`config.mk`:
```
export PLATFORM = sky130hd
export DESIGN_NAME = demux_route_ctrl_flat
export DESIGN_NICKNAME = d
export VERILOG_FILES = /design/src/rtl/demux_route_pkg.sv /design/src/rtl/demux_route_ctrl_if.sv /design/src/rtl/route_fifo.sv /design/src/rtl/demux_route_ctrl.sv /design/src/flat_wrapper.sv
export SDC_FILE = /design/constraint.sdc
export NUM_CORES = 1
export LEC_CHECK = 0
export ABC_AREA = 1
export CAP_MARGIN = 25
export CORE_ASPECT_RATIO = 1.1
export CORE_MARGIN = 3
export CORE_UTILIZATION = 45
export CTS_CLUSTER_SIZE = 10
export DETAILED_ROUTE_END_ITERATION = 10
export DONT_BUFFER_PORTS = 1
export HOLD_SLACK_MARGIN = 0.12
export PLACE_DENSITY = 0.7
export SETUP_SLACK_MARGIN = 0.5
export SYNTH_ARGS = -nofsm -noshare
export SYNTH_HDL_FRONTEND = slang
export SYNTH_SLANG_ARGS = --single-unit
```
`constraint.sdc`:
```
create_clock -name clk -period 2.1 [get_ports clk]
set_input_delay 0.105 -clock clk [delete_from_list [all_inputs] [get_ports clk]]
set_output_delay 0.105 -clock clk [all_outputs]
set_load 0.02 [all_outputs]
```
`src/rtl/demux_route_pkg.sv`:
```
`default_nettype none
// ============================================================================
// Module   : demux_route_pkg
// Purpose  : Shared types and constants for the demux route controller:
//            FSM state encoding, the tagged route word and a lane decoder.
// Ports    : none (package)
// Revision : 1.0 - initial release
// ============================================================================
package demux_route_pkg;

  localparam int NUM_LANES    = 8;
  localparam int DEST_W       = 3;
  localparam int ROUTE_DATA_W = 8;

  typedef enum logic [0:0] {
    IDLE = 1'b0,
    SEND = 1'b1
  } route_state_t;

  // Tagged word at the reference payload width; the FIFO packs the same
  // {dest, data} layout at whatever DATA_W the controller is built with.
  typedef struct packed {
    logic [DEST_W-1:0]       dest;
    logic [ROUTE_DATA_W-1:0] data;
  } route_word_t;

  // Destination index to one-hot lane-valid vector.
  function automatic logic [NUM_LANES-1:0] lane_onehot(input logic [DEST_W-1:0] dest);
    logic [NUM_LANES-1:0] v;
    v       = '0;
    v[dest] = 1'b1;
    return v;
  endfunction

endpackage
`default_nettype wire

```
`src/rtl/demux_route_ctrl_if.sv`:
```
`default_nettype none
// ============================================================================
// Module   : demux_route_ctrl_if
// Purpose  : Bus bundle for the route controller: the producer valid/ready
//            input channel and the demux-facing sel/din/valid/ready channel.
// Ports    : in_valid/in_ready/in_data/in_dest  - producer side
//            demux_sel/demux_din/out_valid/out_ready - demux/consumer side
//            modport master : the controller view (drives in_ready and
//                             the demux channel)
//            modport slave  : the surrounding system view
// Revision : 1.0 - initial release
// ============================================================================
interface demux_route_ctrl_if #(
  parameter int DATA_W = 8
);

  logic              in_valid;
  logic              in_ready;
  logic [DATA_W-1:0] in_data;
  logic [2:0]        in_dest;
  logic [2:0]        demux_sel;
  logic [DATA_W-1:0] demux_din;
  logic [7:0]        out_valid;
  logic [7:0]        out_ready;

  modport master (
    input  in_valid, in_data, in_dest, out_ready,
    output in_ready, demux_sel, demux_din, out_valid
  );

  modport slave (
    output in_valid, in_data, in_dest, out_ready,
    input  in_ready, demux_sel, demux_din, out_valid
  );

endinterface
`default_nettype wire

```
`src/rtl/route_fifo.sv`:
```
`default_nettype none
// ============================================================================
// Module   : route_fifo
// Purpose  : Synchronous FIFO of tagged {dest, data} words. Exposes the head
//            entry and the entry behind it so the controller can present the
//            next word on the same edge it retires the current one.
// Ports    : clk, rst_n (async active-low)
//            push, push_dest, push_data     - write side
//            pop                            - retire head
//            head_dest/head_data            - entry at read pointer
//            next_dest/next_data            - entry at read pointer + 1
//            count, full, empty             - occupancy
// Revision : 1.0 - initial release
// ============================================================================
module route_fifo #(
  parameter int DATA_W = 8,
  parameter int DEPTH  = 4
) (
  input  wire logic                     clk,
  input  wire logic                     rst_n,
  input  wire logic                     push,
  input  wire logic [2:0]               push_dest,
  input  wire logic [DATA_W-1:0]        push_data,
  input  wire logic                     pop,
  output logic      [2:0]               head_dest,
  output logic      [DATA_W-1:0]        head_data,
  output logic      [2:0]               next_dest,
  output logic      [DATA_W-1:0]        next_data,
  output logic      [$clog2(DEPTH):0]   count,
  output logic                          full,
  output logic                          empty
);

  localparam int                  c_PTR_W  = $clog2(DEPTH);
  localparam int                  c_WORD_W = DATA_W + 3;
  localparam logic [c_PTR_W:0]    c_FULL   = (c_PTR_W+1)'(DEPTH);

  logic [c_WORD_W-1:0] r_mem [DEPTH];
  logic [c_PTR_W-1:0]  r_wr_ptr;
  logic [c_PTR_W-1:0]  r_rd_ptr;
  logic [c_PTR_W:0]    r_count;
  logic [c_PTR_W-1:0]  w_rd_nxt;

  // Pointers are power-of-2 wide, so plain increment wraps modulo DEPTH.
  assign w_rd_nxt = r_rd_ptr + 1'b1;

  always_ff @(posedge clk or negedge rst_n) begin
    if (!rst_n) begin
      r_wr_ptr <= '0;
      r_rd_ptr <= '0;
      r_count  <= '0;
    end else begin
      if (push) r_wr_ptr <= r_wr_ptr + 1'b1;
      if (pop)  r_rd_ptr <= w_rd_nxt;
      case ({push, pop})
        2'b10:   r_count <= r_count + 1'b1;
        2'b01:   r_count <= r_count - 1'b1;
        default: r_count <= r_count;
      endcase
    end
  end

  // Storage needs no reset: the pointers define which entries are live.
  always_ff @(posedge clk) begin
    if (push) r_mem[r_wr_ptr] <= {push_dest, push_data};
  end

  assign {head_dest, head_data} = r_mem[r_rd_ptr];
  assign {next_dest, next_data} = r_mem[w_rd_nxt];
  assign count = r_count;
  assign full  = (r_count == c_FULL);
  assign empty = (r_count == '0);

endmodule
`default_nettype wire

```
`src/rtl/demux_route_ctrl.sv`:
```
`default_nettype none
// ============================================================================
// Module   : demux_route_ctrl
// Purpose  : Scheduler for the 1:8 demux. Buffers tagged words in a FIFO and
//            presents the head on registered demux_sel/demux_din/out_valid,
//            holding them stable until the addressed lane accepts.
// Ports    : clk, rst_n (async active-low)
//            bus        - demux_route_ctrl_if.master (input + demux channels)
//            fifo_count - FIFO occupancy
//            busy       - FIFO non-empty or a word is being presented
//            drop_cnt   - words dropped by the stall timeout (saturating)
// Config   : `define DEMUX_ROUTE_TIMEOUT_EN drops a head word stalled for
//            TIMEOUT cycles; otherwise the head waits forever, drop_cnt = 0.
// Revision : 1.0 - initial release
// ============================================================================
module demux_route_ctrl
  import demux_route_pkg::*;
#(
  parameter int DATA_W  = 8,
  parameter int DEPTH   = 4,
  parameter int TIMEOUT = 16
) (
  input  wire logic                   clk,
  input  wire logic                   rst_n,
  demux_route_ctrl_if.master          bus,
  output logic [$clog2(DEPTH):0]      fifo_count,
  output logic                        busy,
  output logic [7:0]                  drop_cnt
);

  localparam int                        c_CNT_W   = $clog2(DEPTH) + 1;
  localparam logic [c_CNT_W-1:0]        c_CNT_ONE = c_CNT_W'(1);

  if ((DEPTH < 2) || ((DEPTH & (DEPTH - 1)) != 0) || (TIMEOUT < 2)) begin : g_param_check
    $error("demux_route_ctrl: DEPTH must be a power of 2 >= 2 and TIMEOUT >= 2");
  end

  route_state_t        r_state, w_state_nxt;
  logic [2:0]          r_sel, w_sel_nxt;
  logic [DATA_W-1:0]   r_din, w_din_nxt;
  logic [7:0]          r_valid, w_valid_nxt;

  logic                w_push, w_pop, w_accept, w_timeout;
  logic                w_full, w_empty;
  logic [c_CNT_W-1:0]  w_count;
  logic [2:0]          w_head_dest, w_next_dest;
  logic [DATA_W-1:0]   w_head_data, w_next_data;

  assign bus.in_ready = !w_full;
  assign w_push       = bus.in_valid && !w_full;
  assign w_accept     = bus.out_ready[r_sel];

  route_fifo #(
    .DATA_W (DATA_W),
    .DEPTH  (DEPTH)
  ) u_fifo (
    .clk       (clk),
    .rst_n     (rst_n),
    .push      (w_push),
    .push_dest (bus.in_dest),
    .push_data (bus.in_data),
    .pop       (w_pop),
    .head_dest (w_head_dest),
    .head_data (w_head_data),
    .next_dest (w_next_dest),
    .next_data (w_next_data),
    .count     (w_count),
    .full      (w_full),
    .empty     (w_empty)
  );

`ifdef DEMUX_ROUTE_TIMEOUT_EN
  localparam int                   c_STALL_W   = $clog2(TIMEOUT);
  localparam logic [c_STALL_W-1:0] c_STALL_MAX = c_STALL_W'(TIMEOUT - 1);

  logic [c_STALL_W-1:0] r_stall;
  logic [7:0]           r_drop_cnt;

  assign w_timeout = (r_state == SEND) && !w_accept && (r_stall == c_STALL_MAX);

  // Counts consecutive unaccepted cycles of the current head; any retire
  // (handshake or drop) starts the next head from zero.
  always_ff @(posedge clk or negedge rst_n) begin
    if (!rst_n) begin
      r_stall    <= '0;
      r_drop_cnt <= 8'h00;
    end else begin
      if ((r_state == SEND) && !w_accept && !w_timeout) r_stall <= r_stall + 1'b1;
      else                                              r_stall <= '0;
      if (w_timeout && (r_drop_cnt != 8'hFF)) r_drop_cnt <= r_drop_cnt + 8'd1;
    end
  end

  assign drop_cnt = r_drop_cnt;
`else
  assign w_timeout = 1'b0;
  assign drop_cnt  = 8'h00;
`endif

  always_ff @(posedge clk or negedge rst_n) begin
    if (!rst_n) begin
      r_state <= IDLE;
      r_sel   <= 3'd0;
      r_din   <= '0;
      r_valid <= 8'h00;
    end else begin
      r_state <= w_state_nxt;
      r_sel   <= w_sel_nxt;
      r_din   <= w_din_nxt;
      r_valid <= w_valid_nxt;
    end
  end

  always_comb begin
    w_state_nxt = r_state;
    w_sel_nxt   = r_sel;
    w_din_nxt   = r_din;
    w_valid_nxt = r_valid;
    w_pop       = 1'b0;
    case (r_state)
      IDLE: begin
        if (!w_empty) begin
          w_state_nxt = SEND;
          w_sel_nxt   = w_head_dest;
          w_din_nxt   = w_head_data;
          w_valid_nxt = lane_onehot(w_head_dest);
        end
      end
      SEND: begin
        if (w_accept || w_timeout) begin
          w_pop = 1'b1;
          // The word behind the head is either already stored, or is the one
          // being pushed on this same edge into a single-entry FIFO.
          if (w_count > c_CNT_ONE) begin
            w_sel_nxt   = w_next_dest;
            w_din_nxt   = w_next_data;
            w_valid_nxt = lane_onehot(w_next_dest);
          end else if (w_push) begin
            w_sel_nxt   = bus.in_dest;
            w_din_nxt   = bus.in_data;
            w_valid_nxt = lane_onehot(bus.in_dest);
          end else begin
            w_state_nxt = IDLE;
            w_valid_nxt = 8'h00;
          end
        end
      end
      default: begin
        w_state_nxt = IDLE;
        w_valid_nxt = 8'h00;
      end
    endcase
  end

  assign bus.demux_sel = r_sel;
  assign bus.demux_din = r_din;
  assign bus.out_valid = r_valid;
  assign fifo_count    = w_count;
  assign busy          = (w_count != '0) || (r_state == SEND);

endmodule
`default_nettype wire
```
`src/flat_wrapper.sv`:
```
// flat-port wrapper written by rule: the top's interface ports become plain ports
module demux_route_ctrl_flat import demux_route_pkg::*;
#(
  parameter int DATA_W  = 8,
  parameter int DEPTH   = 4,
  parameter int TIMEOUT = 16
)
  (clk, rst_n, fifo_count, busy, drop_cnt, bus_in_valid, bus_in_data, bus_in_dest, bus_out_ready, bus_in_ready, bus_demux_sel, bus_demux_din, bus_out_valid);
  demux_route_ctrl_if #(.DATA_W(DATA_W)) bus_i ();
  input  wire logic clk;
  input  wire logic rst_n;
  output logic [$clog2(DEPTH):0] fifo_count;
  output logic busy;
  output logic [7:0] drop_cnt;
  input wire logic [$bits(bus_i.in_valid)-1:0] bus_in_valid;
  input wire logic [$bits(bus_i.in_data)-1:0] bus_in_data;
  input wire logic [$bits(bus_i.in_dest)-1:0] bus_in_dest;
  input wire logic [$bits(bus_i.out_ready)-1:0] bus_out_ready;
  output wire logic [$bits(bus_i.in_ready)-1:0] bus_in_ready;
  output wire logic [$bits(bus_i.demux_sel)-1:0] bus_demux_sel;
  output wire logic [$bits(bus_i.demux_din)-1:0] bus_demux_din;
  output wire logic [$bits(bus_i.out_valid)-1:0] bus_out_valid;
  assign bus_i.in_valid = bus_in_valid;
  assign bus_i.in_data = bus_in_data;
  assign bus_i.in_dest = bus_in_dest;
  assign bus_i.out_ready = bus_out_ready;
  assign bus_in_ready = bus_i.in_ready;
  assign bus_demux_sel = bus_i.demux_sel;
  assign bus_demux_din = bus_i.demux_din;
  assign bus_out_valid = bus_i.out_valid;
  demux_route_ctrl #(.DATA_W(DATA_W), .DEPTH(DEPTH), .TIMEOUT(TIMEOUT)) u_core (.clk(clk), .rst_n(rst_n), .bus(bus_i), .fifo_count(fifo_count), .busy(busy), .drop_cnt(drop_cnt));
endmodule
```
# After elaboration in Yosys (flattened, before gate mapping)
# Memories as Yosys holds them, arrays and structs flattened.
# Cells that the tools add are included.
[word_totals]
n_memories = 1
input_bits = 22
ramBits = 44
output_inout_bits = 32
reg_bits = 27
[classes]
n_eq_ne = 6
n_addsub = 4
mux = 32
n_lt_le_gt_ge = 8
n_reduce_logical = 11
bitwise_logic = 1
[memory_table]
columns = ["name", "words", "width", "read_ports", "rd_clocked_by_memory_dff", "write_ports", "line", "text"]
rows = [
  ["u_core.u_fifo.r_mem", 4, 11, 2, 0, 1, "route_fifo.sv:38", "logic [c_WORD_W-1:0] r_mem [DEPTH];"],
]
[op_table]
columns = ["operator", "count"]
rows = [
  ["$mux 8", 8],
  ["$pmux 8 s2", 2],
  ["$lt 3x4->1 const B", 4],
  ["$mux 3", 4],
  ["$pmux 3 s2", 2],
  ["$mux 1", 11],
  ["$demux 1 s3", 3],
  ["$ge 3x1->1 const B", 3],
  ["$add 2x1->2 const B", 2],
  ["$logic_and 1x1->1", 4],
  ["$ne 2x2->1 const B", 2],
  ["$add 3x1->3 const B", 1],
  ["$bmux 1 s3", 1],
  ["$eq 3x3->1 const B", 1],
  ["$gt 3x1->1 const B", 1],
  ["$logic_not 3->1", 1],
  ["$ne 3x3->1 const B", 1],
  ["$reduce_and 3->1", 1],
  ["$reduce_bool 3->1", 1],
  ["$sub 3x1->3 const B", 1],
  ["$eq 2x1->1 const B", 1],
  ["$eq 2x2->1 const B", 1],
  ["$pmux 1 s2", 1],
  ["$reduce_and 2->1", 1],
  ["4 further kinds", 4],
]

# Logic depth before layout (Yosys ltp)
# An unclocked memory read counts as a cell.
[depth]
depth_word = 9
mapped_depth = 13
ltp_nobuf = 12

# Cells and area by module
# From an unflattened synthesis, not the netlist that was laid out.
[hier_totals]
hier_cells = 513
area_unflattened_um2 = 4100.2
[by_module_without_submodules]
columns = ["module", "area_each_um2", "seq_area_each_um2", "cells_per_inst", "n_inst"]
rows = [
  ["route_fifo", 2562.5, 1496.4, 267, 1],
  ["demux_route_ctrl", 1537.7, 500.5, 246, 1],
]

# Least setup slack after synthesis
# No wires, ideal clock.
[synth_timing]
kind = "reg-to-reg"
from = "register u_core.u_fifo.r_count[0] (netlist: u_core.u_fifo.count[0])"
to = "memory u_core.u_fifo.r_mem[0][0] in the netlist's numbering (enable)"
synth_period_minus_slack_ps = 2134
setup_time_ps = 378
path_buffers = 0
stages_incl_launch_ff = 6
required_time_ps = 1722
path_slack_ps = -34
t_arrival_ps = 1755
path_cell_list = "dfrtp_1 inv_2 ha_1 nand2_1 nand2_1 nor2_1"
[synth_via]
elab_chain_len = 5
[synth_rtl]
columns = ["element", "line", "text"]
rows = [
  ["from (decl)", "route_fifo.sv:41", "logic [c_PTR_W:0] r_count;"],
  ["from (signal assigned)", "route_fifo.sv:56", "2'b10: r_count <= r_count + 1'b1;"],
  ["from (signal assigned)", "route_fifo.sv:57", "2'b01: r_count <= r_count - 1'b1;"],
  ["from (signal assigned)", "route_fifo.sv:58", "default: r_count <= r_count;"],
  ["$eq 3x3->1", "route_fifo.sv:71", "assign full = (r_count == c_FULL);"],
  ["$logic_not 1->1", "n/a", ""],
  ["via bus_in_ready", "flat_wrapper.sv:19", "output wire logic [$bits(bus_i.in_ready)-1:0] bus_in_ready;"],
  ["$logic_and 1x1->1", "demux_route_ctrl.sv:50", "assign w_push = bus.in_valid && !w_full;"],
  ["$mux 1", "route_fifo.sv:65", "if (push) r_mem[r_wr_ptr] <= {push_dest, push_data};"],
  ["$mux 1 (not written as such)", "route_fifo.sv:65", ""],
  ["to (decl)", "route_fifo.sv:38", ""],
]
# The timed path passes the listed nets, and every way through them passes these cells.

# Worst setup path in the final report
[layout_timing]
from = "register u_core.r_sel[0] (netlist: u_core.bus.demux_sel[0])"
to = "register u_core.r_valid[3] (netlist: u_core.bus.out_valid[3])"
[layout_via]
elab_chain_len = 4
[layout_rtl]
columns = ["element", "line", "text"]
rows = [
  ["from (decl)", "demux_route_ctrl.sv:39", "logic [2:0] r_sel, w_sel_nxt;"],
  ["from (signal assigned)", "demux_route_ctrl.sv:108", "r_sel <= w_sel_nxt;"],
  ["$bmux 1 s3", "demux_route_ctrl.sv:51", "assign w_accept = bus.out_ready[r_sel];"],
  ["$mux 1 (not written as such)", "demux_route_ctrl.sv:51", ""],
  ["$ne 2x2->1 (no line)", "n/a", ""],
  ["$reduce_and 2->1 (no line)", "n/a", ""],
  ["to (signal assigned)", "demux_route_ctrl.sv:110", "r_valid <= w_valid_nxt;"],
  ["to (decl)", "demux_route_ctrl.sv:41", "logic [7:0] r_valid, w_valid_nxt;"],
]
# No other way between the ends. The select of a mux whose other input is x is not followed.
# A chain may end at the register's enable or synchronous reset.

==> run summary <==
status -> completed
peak supply drop -> 1.27 mV
Mean Syn Cell Area -> 8.18 sq um
worst path required time -> 2.32 ns
clk_lat worst skew -> 0.35 ns
sequential share of the synthesized area -> 0.508
Final Hold Viols -> 0
total track usage -> 0.220
Critical Path Max Stage Delay -> 0.50 ns
top cells by area, synth -> edfxtp_1 (34%), dfrtp_1 (17%), nand2_1 (15%), o21ai_0 (5.2%), inv_1 (3.8%)
Pleak -> 0.00221 uW
Final Cycle Share -> 0.873
fmax -> 545 MHz
initial antenna violation count -> 0
vias in the first global route -> 3,490
dpl hpwl -> 6.68 mm
Power Dens Cells -> 1870 nW/um^2
min cycle time layout -> 1.83 ns
WP buf/inv -> 4
WP data arrival -> 2.06 ns
nets -> 563
Synth warnings -> 0
die area -> 9890 sq um
setup_tns -> 0 ns
floorplan row count -> 35
clock slew at reported path FFs -> 0.08 ns
TritonCTS clock tree -> done
Post-Layout Cell Count -> 648
GRT overflow -> 0
Final Cell Area -> 4960 sq um
Yosys cell types -> 28
CP top delay family -> buffers and inverters
port bufs -> 0
fin. max-slew vios -> 0
WHS Path Cells -> 6
CTS H-Tree Depth -> 3
CORE AREA -> 8450 sq um
Routed WL -> 10.8 mm
diode count -> 0
Mapped Area -> 3930 sq um
Num Clock Sinks -> 71
hold path endpoint -> u_core.bus.demux_din[0]$_DFFE_PN0P_
Util after Layout -> 0.587
worst hold start -> bus_in_data[0]
post-synth top area share -> 0.336
final setup vio count -> 0
DRT Pass-1 Iters -> 4
DR WL/cell -> 16.6 microns
initial core utilization -> 0.465
WS Path Type -> reg -> reg
top cell type by total area after synthesis -> edfxtp_1
Startpoint Class -> flop
total CTS buffers -> 9
Synth Instances -> 480
FF+latch count, synth -> 71
Crit. End Element -> flop
worst-path fanout max -> 7
share of cells above drive strength 1 -> 0.201
slowest cell on the critical path -> dfrtp_2
RSZ-0062 raised after global routing -> yes
Clock Tree Buf Depth -> 2
placed instance area -> 4110 sq um
first-pass GRT wire length -> 16.9 mm
reg2reg path depth -> 10
FF-to-FF Start -> u_core.bus.demux_sel[0]$_DFFE_PN0P_
Iteration-0 DRC Markers -> 229
pin count of the biggest net entering global routing -> 28
CTS Root Cell -> clkbuf_8
area delta synth->final -> 26.3%
final routed DRC violation total -> 0
die height -> 104 microns
cells along the critical path -> inv_2 > nand2_1 > nand3b_1 > nand3b_1 > nand3_4 > buf_4 > buf_12 > buf_4 > a21oi_1 > a21oi_1
die width -> 95.1 microns
Via Count -> 3,576
final estimated routing congestion in global placement -> 0.827
Worst R2R End -> u_core.bus.out_valid[3]$_DFFE_PN0P_
post-detailed-route count of antenna-violating nets -> 0
via-per-instance ratio -> 5.52
worst hold path type -> in -> reg
flop-to-flop setup slack -> 0.27 ns
I/O Pins -> 54
placed insts -> 587
skew final -> 0.0119 ns
Max-Cap Viols -> 0
cell type report:
class	count	area (sq um)
clock buffers	13	180
clock inverters	3	15.0
fillers	704	3490
inverters	45	185
multi-input cells	352	1920
flip-flops and latches	71	2000
well taps	111	139
repair buffers	53	524
per-layer routing:
layer,vias up,wire [microns],GRT usage,share of wire
met1,1720,4040,0.261,0.37
li1,1665,-,-,-
met5,-,0,0,0
met3,32,748,0.0499,0.069
met2,159,5620,0.377,0.52
met4,0,370,0.0887,0.034
metrics by stage:
step	total power, uW	hold WS (ns)	setup WS (ns)
6_report	9270	0.124	0.266
5_1_grt	9990	0.181	0.188
4_1_cts	8690	0.121	0.288
3_5_place_dp	6670	-0.190	0.186
3_3_place_gp	6550	-0.190	0.245
2_1_floorplan	5740	-0.191	0.309
flip-flops by register name, summed over array words and instances (netlist names):
name / cells
u_core.u_fifo.r_rd_ptr: 2
u_core.bus.demux_sel: 3
u_core.u_fifo.count: 3
u_core.u_fifo.r_wr_ptr: 2
u_core.u_fifo.r_mem: 44
u_core.bus.demux_din: 8
u_core.bus.out_valid: 8
u_core.r_state: 1
Yosys cell counts, drive strengths merged:
library cell,count
nand4,6
a21oi,24
clkbuf,3
nand3,31
nand2,168
edfxtp,44
a22oi,8
o21ai,44
dfrtp,27
a21boi,1
conb,1
nand3b,2
nor2,39
buf,20
xnor2,2
or2,1
nor3,2
ha,9
xor2,3
inv,45
placed cells by master (no fill, tap or decap), types with 5 or more instances in the layout:
master	instances
nand2_4	5
nor2_2	5
nor2_4	9
o21ai_0	36
nand2_1	158
dfrtp_1	23
nor2_1	25
edfxtp_1	44
conb_1	8
a22oi_1	8
buf_12	6
nand2_8	6
a21oi_1	22
inv_1	34
dlygate4sd3_1	13
nand3_1	28
buf_4	30
o21ai_1	7
inv_2	6
clkbuf_8	11
ha_1	6
nand4_1	6
worst register-to-register path: stages (launching register included):
cell,delay [ns]
dfrtp_2,0.50
inv_2,0.08
nand2_1,0.07
nand3b_1,0.07
nand3b_1,0.15
nand3_4,0.12
buf_4,0.17
buf_12,0.14
buf_4,0.14
a21oi_1,0.16
a21oi_1,0.10
kinds of logic (layout without fill, tap and decap cells):
kind of cell | after synthesis | after routing | share of synthesized area
AO/OA/AOI/OAI | 77 | 77 | 0.104
XOR/XNOR | 5 | 5 | 0.0111
adder cells (fa/ha/maj) | 9 | 9 | 0.0287
buffers and inverters | 68 | 114 | 0.0815
flip-flops | 71 | 71 | 0.508
other | 1 | 8 | 0.000954
AND/OR/NAND/NOR | 249 | 253 | 0.266
report_power, final:
part	leakage, uW	internal [uW]	switching [uW]
clock	0.000104	560	511
sequential	0.000728	1980	585
combinational	0.00138	2180	3460
total	0.00221	4710	4560
worst max-delay path by stage:
stage	cells after the start	slack, ns	from	end
after detailed placement	9	0.19	u_core.u_fifo.count[0]$_DFFE_PN0P_	u_core.u_fifo.count[2]$_DFFE_PN0P_
after global routing	10	0.19	u_core.bus.demux_sel[0]$_DFFE_PN0P_	u_core.bus.out_valid[3]$_DFFE_PN0P_
after CTS	11	0.29	u_core.bus.demux_sel[0]$_DFFE_PN0P_	u_core.u_fifo.count[2]$_DFFE_PN0P_
after global placement	9	0.24	u_core.u_fifo.count[0]$_DFFE_PN0P_	u_core.u_fifo.count[2]$_DFFE_PN0P_
final	10	0.27	u_core.bus.demux_sel[0]$_DFFE_PN0P_	u_core.bus.out_valid[3]$_DFFE_PN0P_
after floorplan	12	0.31	u_core.bus.demux_sel[0]$_DFFE_PN0P_	u_core.u_fifo.count[2]$_DFFE_PN0P_
what timing repair did:
item	CTS	global route
setup endpoints to repair	68	71
buffers inserted	21	6
gates resized for setup	30	26
pin swaps	10	8
hold endpoints to repair	87	0
gates cloned	4	0
hold buffers	14	0
No activity file was read; power rests on OpenSTA's default activity.
